--- src/rtl/regfile_mp.sv ---
// Multi-port integer register file: NREAD combinational read ports, NWRITE write ports, per-register busy scoreboard.
// Reads are zero-latency with same-cycle write bypass; writes and scoreboard updates land on the rising edge.
// No backpressure; after reset, ready stays low for NREGS-1 cycles while storage is zeroed one entry per cycle.
module regfile_mp #(
    parameter int XLEN   = 32,
    parameter int NREGS  = 32,
    parameter int NREAD  = 2,
    parameter int NWRITE = 1
) (
    input  logic                     clk,
    input  logic                     reset,
    input  logic [NREAD*$clog2(NREGS)-1:0]  ra,
    output logic [NREAD*XLEN-1:0]    rd,
    output logic [NREAD-1:0]         rbusy,
    input  logic [NWRITE-1:0]        we,
    input  logic [NWRITE*$clog2(NREGS)-1:0] wa,
    input  logic [NWRITE*XLEN-1:0]   wd,
    input  logic                     set_en,
    input  logic [$clog2(NREGS)-1:0] set_addr,
    output logic                     ready
);

    localparam int AW = $clog2(NREGS);
    localparam logic [AW-1:0] LAST = AW'(NREGS - 1);

    typedef enum logic {
        CLEAR,
        RUN
    } state_t;

    state_t          state;
    state_t          state_nxt;
    logic [AW-1:0]   cnt;
    logic [AW-1:0]   cnt_nxt;
    logic            run;

    // Entry 0 is never written or read; register 0 is synthesised as constant zero.
    logic [XLEN-1:0] rf [NREGS];
    logic [NREGS-1:0] busy;

    // Read-path scratch values, reassigned per port inside the read process.
    logic [AW-1:0]   raddr;
    logic [XLEN-1:0] rval;
    logic            rbsy;

    assign run   = (state == RUN);
    assign ready = run;

    // State and clear-counter register; reset (re)starts the clear sweep at entry 1.
    always_ff @(posedge clk) begin
        if (reset) begin
            state <= CLEAR;
            cnt   <= AW'(1);
        end else begin
            state <= state_nxt;
            cnt   <= cnt_nxt;
        end
    end

    // Next-state: sweep the counter through 1..NREGS-1, then hand over to RUN.
    always_comb begin
        state_nxt = state;
        cnt_nxt   = cnt;
        case (state)
            CLEAR: begin
                cnt_nxt = cnt + AW'(1);
                if (cnt == LAST) begin
                    state_nxt = RUN;
                end
            end
            RUN: begin
                state_nxt = RUN;
            end
            default: begin
                state_nxt = CLEAR;
            end
        endcase
    end

    // Storage: zeroed one entry per cycle in CLEAR; in RUN ports apply in index order so the highest port wins.
    always_ff @(posedge clk) begin
        if (state == CLEAR) begin
            rf[cnt] <= '0;
        end else if (!reset) begin
            for (int j = 0; j < NWRITE; j++) begin
                if (we[j] && (wa[j*AW +: AW] != '0)) begin
                    rf[wa[j*AW +: AW]] <= wd[j*XLEN +: XLEN];
                end
            end
        end
    end

    // Scoreboard: writes retire a producer, set_en records a new one; the set is applied last so it wins.
    always_ff @(posedge clk) begin
        if (reset) begin
            busy <= '0;
        end else if (run) begin
            for (int j = 0; j < NWRITE; j++) begin
                if (we[j] && (wa[j*AW +: AW] != '0)) begin
                    busy[wa[j*AW +: AW]] <= 1'b0;
                end
            end
            if (set_en && (set_addr != '0)) begin
                busy[set_addr] <= 1'b1;
            end
        end
    end

    // Read ports: x0 reads zero, in-flight writes bypass storage and mask the busy flag, CLEAR reads all zero.
    always_comb begin
        rd    = '0;
        rbusy = '0;
        raddr = '0;
        rval  = '0;
        rbsy  = 1'b0;
        for (int i = 0; i < NREAD; i++) begin
            raddr = ra[i*AW +: AW];
            rval  = '0;
            rbsy  = 1'b0;
            if (run && (raddr != '0)) begin
                rval = rf[raddr];
                rbsy = busy[raddr];
                for (int j = 0; j < NWRITE; j++) begin
                    if (we[j] && (wa[j*AW +: AW] == raddr)) begin
                        rval = wd[j*XLEN +: XLEN];
                        rbsy = 1'b0;
                    end
                end
            end
            rd[i*XLEN +: XLEN] = rval;
            rbusy[i]           = rbsy;
        end
    end

endmodule

--- config.mk ---
export PLATFORM = sky130hd
export DESIGN_NAME = regfile_mp
export DESIGN_NICKNAME = d
export VERILOG_FILES = /design/src/rtl/regfile_mp.sv
export SDC_FILE = /design/constraint.sdc
export NUM_CORES = 1
export LEC_CHECK = 0
export BUFFER_PORTS_ARGS = -buffer_cell sky130_fd_sc_hd__buf_2
export CAP_MARGIN = 30
export CORE_MARGIN = 2
export CORE_UTILIZATION = 50
export CTS_CLUSTER_DIAMETER = 50
export DETAILED_ROUTE_END_ITERATION = 10
export HOLD_SLACK_MARGIN = 0.05
export PLACE_DENSITY = 0.73
export SLEW_MARGIN = 20
export SYNTH_ARGS = -nofsm -noshare
export SYNTH_HDL_FRONTEND = slang
export SYNTH_SLANG_ARGS = --single-unit
--- constraint.sdc ---
create_clock -name clk -period 4.4 [get_ports clk]
set_input_delay 0.44 -clock clk [delete_from_list [all_inputs] [get_ports clk]]
set_output_delay 0.44 -clock clk [all_outputs]
set_load 0.1 [all_outputs]
== Yosys cells after proc, flatten, opt, wreduce, memory -nomap -nowiden ==
Memory sizes are Yosys's and may differ from the RTL's.
Index checks and enable logic that the tools add are counted.

* Flip-flop bits (word level): 38
* Bits in writable memories: 1,024
* Input port bits: 56
* Output and inout port bits: 67
* Word-level logic and storage cells: 61
* Memories: 1

{| class="wikitable"
|+ Memories
! memory !! depth !! bits a word !! rd ports !! clocked after memory_dff !! wr ports !! line !! source
|-
| rf || 32 || 32 || 2 || 0 || 1 || 38 || <nowiki>logic [XLEN-1:0] rf [NREGS];</nowiki>
|}

* $add $sub $neg: 1
* $lt $le $gt $ge: 6
* Eq/ne operators: 3
* Muxes and demuxes: 30
* Bitwise gates (word level): 4
* Reduce and logical (&&, ||, !) cells: 13

{| class="wikitable"
|+ Operators with widths
! kind !! count
|-
| 32-bit two-way mux || 9
|-
| 32-bit AND || 1
|-
| 32-bit inverter || 1
|-
| 32-bit bitwise OR || 1
|-
| 32-bit OR reduction || 1
|-
| 5-bit by 6-bit less-than comparator with 1-bit output, second input constant || 4
|-
| 5-bit nonzero test || 4
|-
| 1-bit two-way mux || 15
|-
| 1-bit binary-select mux with 5-bit select || 2
|-
| 1-bit demux with 5-bit select || 2
|-
| 5-bit == test || 2
|-
| 5-bit by 1-bit greater-or-equal comparator with 1-bit output, second input constant || 2
|-
| 1-bit logical AND || 8
|-
| 5-bit by 1-bit adder with 5-bit output, second input constant || 1
|-
| 5-bit == test, second input constant || 1
|-
| 5-bit two-way mux || 1
|-
| 1-bit one-hot mux with 2 select lines || 1
|-
| 1-bit inverter || 1
|}

== Depth between registers and ports, before layout ==
* Depth after elaboration: 11
* Mapped depth: 10
* Depth with buffers taken out: 5

== Worst setup path after synthesis ==
OpenSTA, ideal clock, no wires.

* Kind: in2out
* Start: in ra[6]
* End: out rd[61]
* Arrival time: 6.197 ns
* Data required time: 3.960 ns
* Slack: -2.237 ns
* Stages: 8
* Buffers on the path: 3
* Path through: buf_2 buf_4 clkbuf_1 mux4_2 a22oi_1 o21ai_0 nor3_1 a2111oi_0

* Word-level cells in the longest chain between the ends: 4
* Elaborated cells on any way between the ends: 7
* Those cells by class: 1 x eq/ne; 2 x mux; 3 x reduce/logical; 1 x memory

{| class="wikitable"
|+ RTL lines
! element !! line !! source
|-
| start: declaration || 12 || <nowiki>input logic [NREAD*$clog2(NREGS)-1:0] ra,</nowiki>
|-
| parallel branches: the longest is 3 deep, another holds memory 32 x 32 bit || -- ||
|-
| 32-bit two-way mux * || 120 || <nowiki>if (run && (raddr != '0)) begin</nowiki>
|-
| end: declaration || 13 || <nowiki>output logic [NREAD*XLEN-1:0] rd,</nowiki>
|}

Every way passes the cells marked *.

== Worst setup path in the final report ==
* Start: reg state, in the netlist ready
* End: out rd[51]

* Word-level cells in the longest chain between the ends: 2

{| class="wikitable"
|+ RTL lines
! element !! line !! source
|-
| start: declaration || 31 || <nowiki>state_t state;</nowiki>
|-
| start signal: assignment || 55 || <nowiki>state <= state_nxt;</nowiki>
|-
| 1-bit logical AND || 120 ||
|-
| 32-bit two-way mux || 120 ||
|}

Every way passes these cells.

==> impl_metrics.ini <==
[synth]
synth_edf_count = 1024
syn-instance-count = 3030
netlist_area_mm2 = 0.0505
ys.flop_type = edfxtp_1
avgSynthCellArea_um2 = 16.7
synth_seq_cells = 1062
yosysUniqueCellTypes = 56
yosysSeqAreaShare = 0.624
synth_nets = 3088
async_flop_share = 0
yosys_warnings = 0

[grt]
grtUsageMet3 = 0.0619
grt_remaining_overflow = 0
grt_max_degree = 120
grt_pass1_wl_um = 224000
grt_util_all_layers = 0.298
antenna_found_initial = 1
met2_usage = 0.486
grt_pass1_vias = 33500
top_usage_layer = met2
met1_usage = 0.381

[clock_tree]
post_cts_resized = 0
clk_pin_slew_ns = 0.06
cts_post_setup_buffers_inserted = 0
cts_made_buffers = 109
htreeDepth = 3
clock-sinks = 1062
clock_latency_ns = 0.71
cts.root.buffer_cell = clkbuf_16
cts.hold.buffers_added = 0
cts_tree = done
clockBufferDepth = 3

[worst_setup_path]
cp-endpoint = rd[51]
reg2reg_depth = 7
reg2reg_slack_ns = 1.30
path_common_cell = buf_4
cpPeakStageDelay_ns = 0.60
cp-start-kind = register
r2r_start = ready
r2r_end = rf[23][17]
critical_path.endpoint_type = primary output
critPathLaunch = ready
cp_slowest_cell = buf_4
required_ns = 3.96
crit_chain = buf_4 > o21ai_1 > nor4bb_4 > buf_4 > a32o_1 > a21o_1 > buf_2
critPathKind = reg -> out
arrival_ns = 3.40
path_max_fanout = 30

[pwr]
internal_power_w = 0.0170
power_density_mw_per_mm2 = 383
comb_power_share = 0.078
p_seq_frac = 0.505
ir_drop_uv = 362
leakage_nw = 18.7
p_sw_frac = 0.233
clock_power_share = 0.417
p_sw_w = 0.00517
fin_total_pwr_w = 0.0222

[timing]
worst_slack_ns = 0.559
finClkSkew_ns = 0.0248
tightestPinTransition_ns = 1.04
hold_viol = 0
period_needed_ns = 3.84
rsz0062_at_grt = false
final.setup.tns_ns = 0
relSlewSlack = 0.310
report.final.slew_viol_count = 0
setup_viol_count_final = 0
fin_crit_sh = 0.873
fmaxAchievable_mhz = 260

[floorplanning]
core_area_mm2 = 0.100
num_rows = 116
die-area_mm2 = 0.104
start_util = 0.504
die_y_um = 322
die_w_um = 322
ioPinCount = 123

[placed_design]
place_congestion = 0.887
dpl.hpwl_um = 88000
dpl_cell_area_mm2 = 0.0541
dpl_worst_slack_ns = 0.683
portBuffers = 122

[drt]
viasPerCell = 7.27
wl_um = 155000
ant_nets = 0
avgRoutedWirePerCell_um = 34.0
drt_iter0_drc = 4888
drc_errors = 0
num_vias = 33100
firstDrtPassIters = 6

[finish]
nNetsFinal = 3225
syn2layout_area_growth_pct = 14.6
drive_gt1_frac = 0.272
diodes = 0
finalInstanceArea_mm2 = 0.0579

[worst_hold_path]
hold_class = in -> reg

[flow_run]
maxCapViolCount = 0

[status]
status = completed
==> worst min path at each step <==
stage	start	end	slack, ns	cells past startpoint
2_1_floorplan	busy[16]	busy[16]	0.45	2
3_5_place_dp	busy[0]	busy[0]	0.48	1
4_1_cts	set_addr[2]	busy[1]	0.1	4
6_report	set_addr[2]	busy[1]	0.13	4
3_3_place_gp	busy[0]	busy[0]	0.47	1
5_1_grt	set_addr[3]	busy[2]	0.18	4
==> critical path: cells and delay by family, from the launching register on <==
family                 cells  cell delay [ns]
buffers and inverters      3             1.33
AO/OA/AOI/OAI              3             0.69
AND/OR/NAND/NOR            1             0.33
flip-flops                 1             0.32
==> area by class of cell <==
cell class	instances	area, um^2
clock buffer	129	2840
clock inverter	71	732
fill	7352	42300
inverter	9	37.5
multi-input combinational	1711	18300
sequential	1062	31500
tap	1298	1620
timing repair buffer	274	2880
==> cell usage in the layout, fill, tap and decap left out, types with 7 or more instances in the layout <==
| master | Yosys | routed |
|---|---|---|
| edfxtp_1 | 1024 | 1024 |
| mux4_2 | 377 | 377 |
| mux2i_1 | 321 | 321 |
| nand2_1 | 196 | 196 |
| a221oi_1 | 155 | 155 |
| o21ai_0 | 128 | 128 |
| clkbuf_16 | 0 | 109 |
| buf_4 | 13 | 101 |
| a21oi_1 | 99 | 96 |
| a22oi_1 | 95 | 95 |
| buf_2 | 74 | 82 |
| buf_12 | 0 | 73 |
| nand3_1 | 65 | 65 |
| dfxtp_1 | 38 | 38 |
| nor2_4 | 0 | 36 |
| a211o_1 | 31 | 31 |
| a21o_1 | 30 | 30 |
| and2_1 | 34 | 29 |
| a32o_1 | 29 | 29 |
| nor2_1 | 62 | 26 |
| clkinv_2 | 0 | 19 |
| clkbuf_1 | 143 | 16 |
| clkinv_1 | 1 | 15 |
| buf_8 | 0 | 12 |
| clkinvlp_4 | 0 | 11 |
| bufinv_16 | 0 | 10 |
| nand2b_1 | 8 | 8 |
| nor3_1 | 7 | 7 |
==> cells in the mapped netlist, types with 2 or more instances <==
| cell type | count | share of area |
|---|---|---|
| edfxtp_1 | 1024 | 0.61 |
| mux4_2 | 377 | 0.17 |
| mux2i_1 | 321 | 0.064 |
| nand2_1 | 196 | 0.015 |
| a221oi_1 | 155 | 0.027 |
| clkbuf_1 | 143 | 0.011 |
| o21ai_0 | 128 | 0.013 |
| a21oi_1 | 99 | 0.0098 |
| a22oi_1 | 95 | 0.014 |
| buf_2 | 74 | 0.0073 |
| nand3_1 | 65 | 0.0064 |
| nor2_1 | 62 | 0.0046 |
| dfxtp_1 | 38 | 0.015 |
| and2_1 | 34 | 0.0042 |
| a211o_1 | 31 | 0.0054 |
| a21o_1 | 30 | 0.0045 |
| a32o_1 | 29 | 0.0057 |
| buf_1 | 17 | 0.0013 |
| buf_4 | 13 | 0.0019 |
| nand2b_1 | 8 | 0.00099 |
| nor2b_1 | 8 | 0.00099 |
| nor3_1 | 7 | 0.00069 |
| nor3b_1 | 7 | 0.0010 |
| inv_1 | 6 | 0.00045 |
| xnor2_1 | 6 | 0.0010 |
| xor2_1 | 6 | 0.0010 |
| and3_1 | 4 | 0.00050 |
| a31oi_1 | 3 | 0.00037 |
| and3b_1 | 3 | 0.00052 |
| mux2_2 | 3 | 0.00067 |
| nor4_1 | 3 | 0.00037 |
| o21a_1 | 3 | 0.00045 |
| or2_2 | 3 | 0.00037 |
| ha_1 | 2 | 0.00050 |
| inv_2 | 2 | 0.00015 |
| nor4bb_1 | 2 | 0.00040 |
| o211ai_1 | 2 | 0.00030 |
| o31ai_1 | 2 | 0.00030 |
| or3_1 | 2 | 0.00025 |
==> cell families (layout without fill, tap and decap cells) <==
| logic type | count (synthesis) | count (layout) | synth area share |
|---|---|---|---|
| AO/OA/AOI/OAI | 588 | 588 | 0.0823 |
| AND/OR/NAND/NOR | 408 | 408 | 0.0366 |
| adder cells (fa/ha/maj) | 2 | 2 | 0.000495 |
| flip-flops | 1062 | 1062 | 0.624 |
| buffers and inverters | 257 | 483 | 0.0221 |
| multiplexers | 701 | 701 | 0.232 |
| XOR/XNOR | 12 | 12 | 0.00208 |
==> metal layers <==
metal / routed length (um) / vias up
li1: - / 13000
met1: 53500 / 16900
met4: 8300 / 2
met3: 18000 / 547
met2: 75300 / 2623
met5: 13 / -
==> registers in the layout, indices dropped and copies added, names as in the netlist <==
signal  cells
rf       1024
busy       32
cnt         5
ready       1
==> per-stage QoR <==
stage / hold slack, ns / utilization / instances
floorplan: 0.452 / - / 3030
global placement: 0.470 / 0.540 / 4337
detailed placement: 0.479 / 0.540 / 4337
CTS: 0.0962 / 0.575 / 4537
global route: 0.175 / 0.578 / 4554
finish: 0.132 / 0.578 / 4554
==> power by group through the flow <==
stage          sequential, W  clock, W  combinational [W]
3_5_place_dp          0.0114         0            0.00169
3_3_place_gp          0.0114         0            0.00167
4_1_cts               0.0112   0.00928            0.00170
5_1_grt               0.0112   0.00970            0.00179
6_report              0.0112   0.00926            0.00173
2_1_floorplan         0.0114         0            0.00108
No activity file was read; power rests on OpenSTA's default activity.
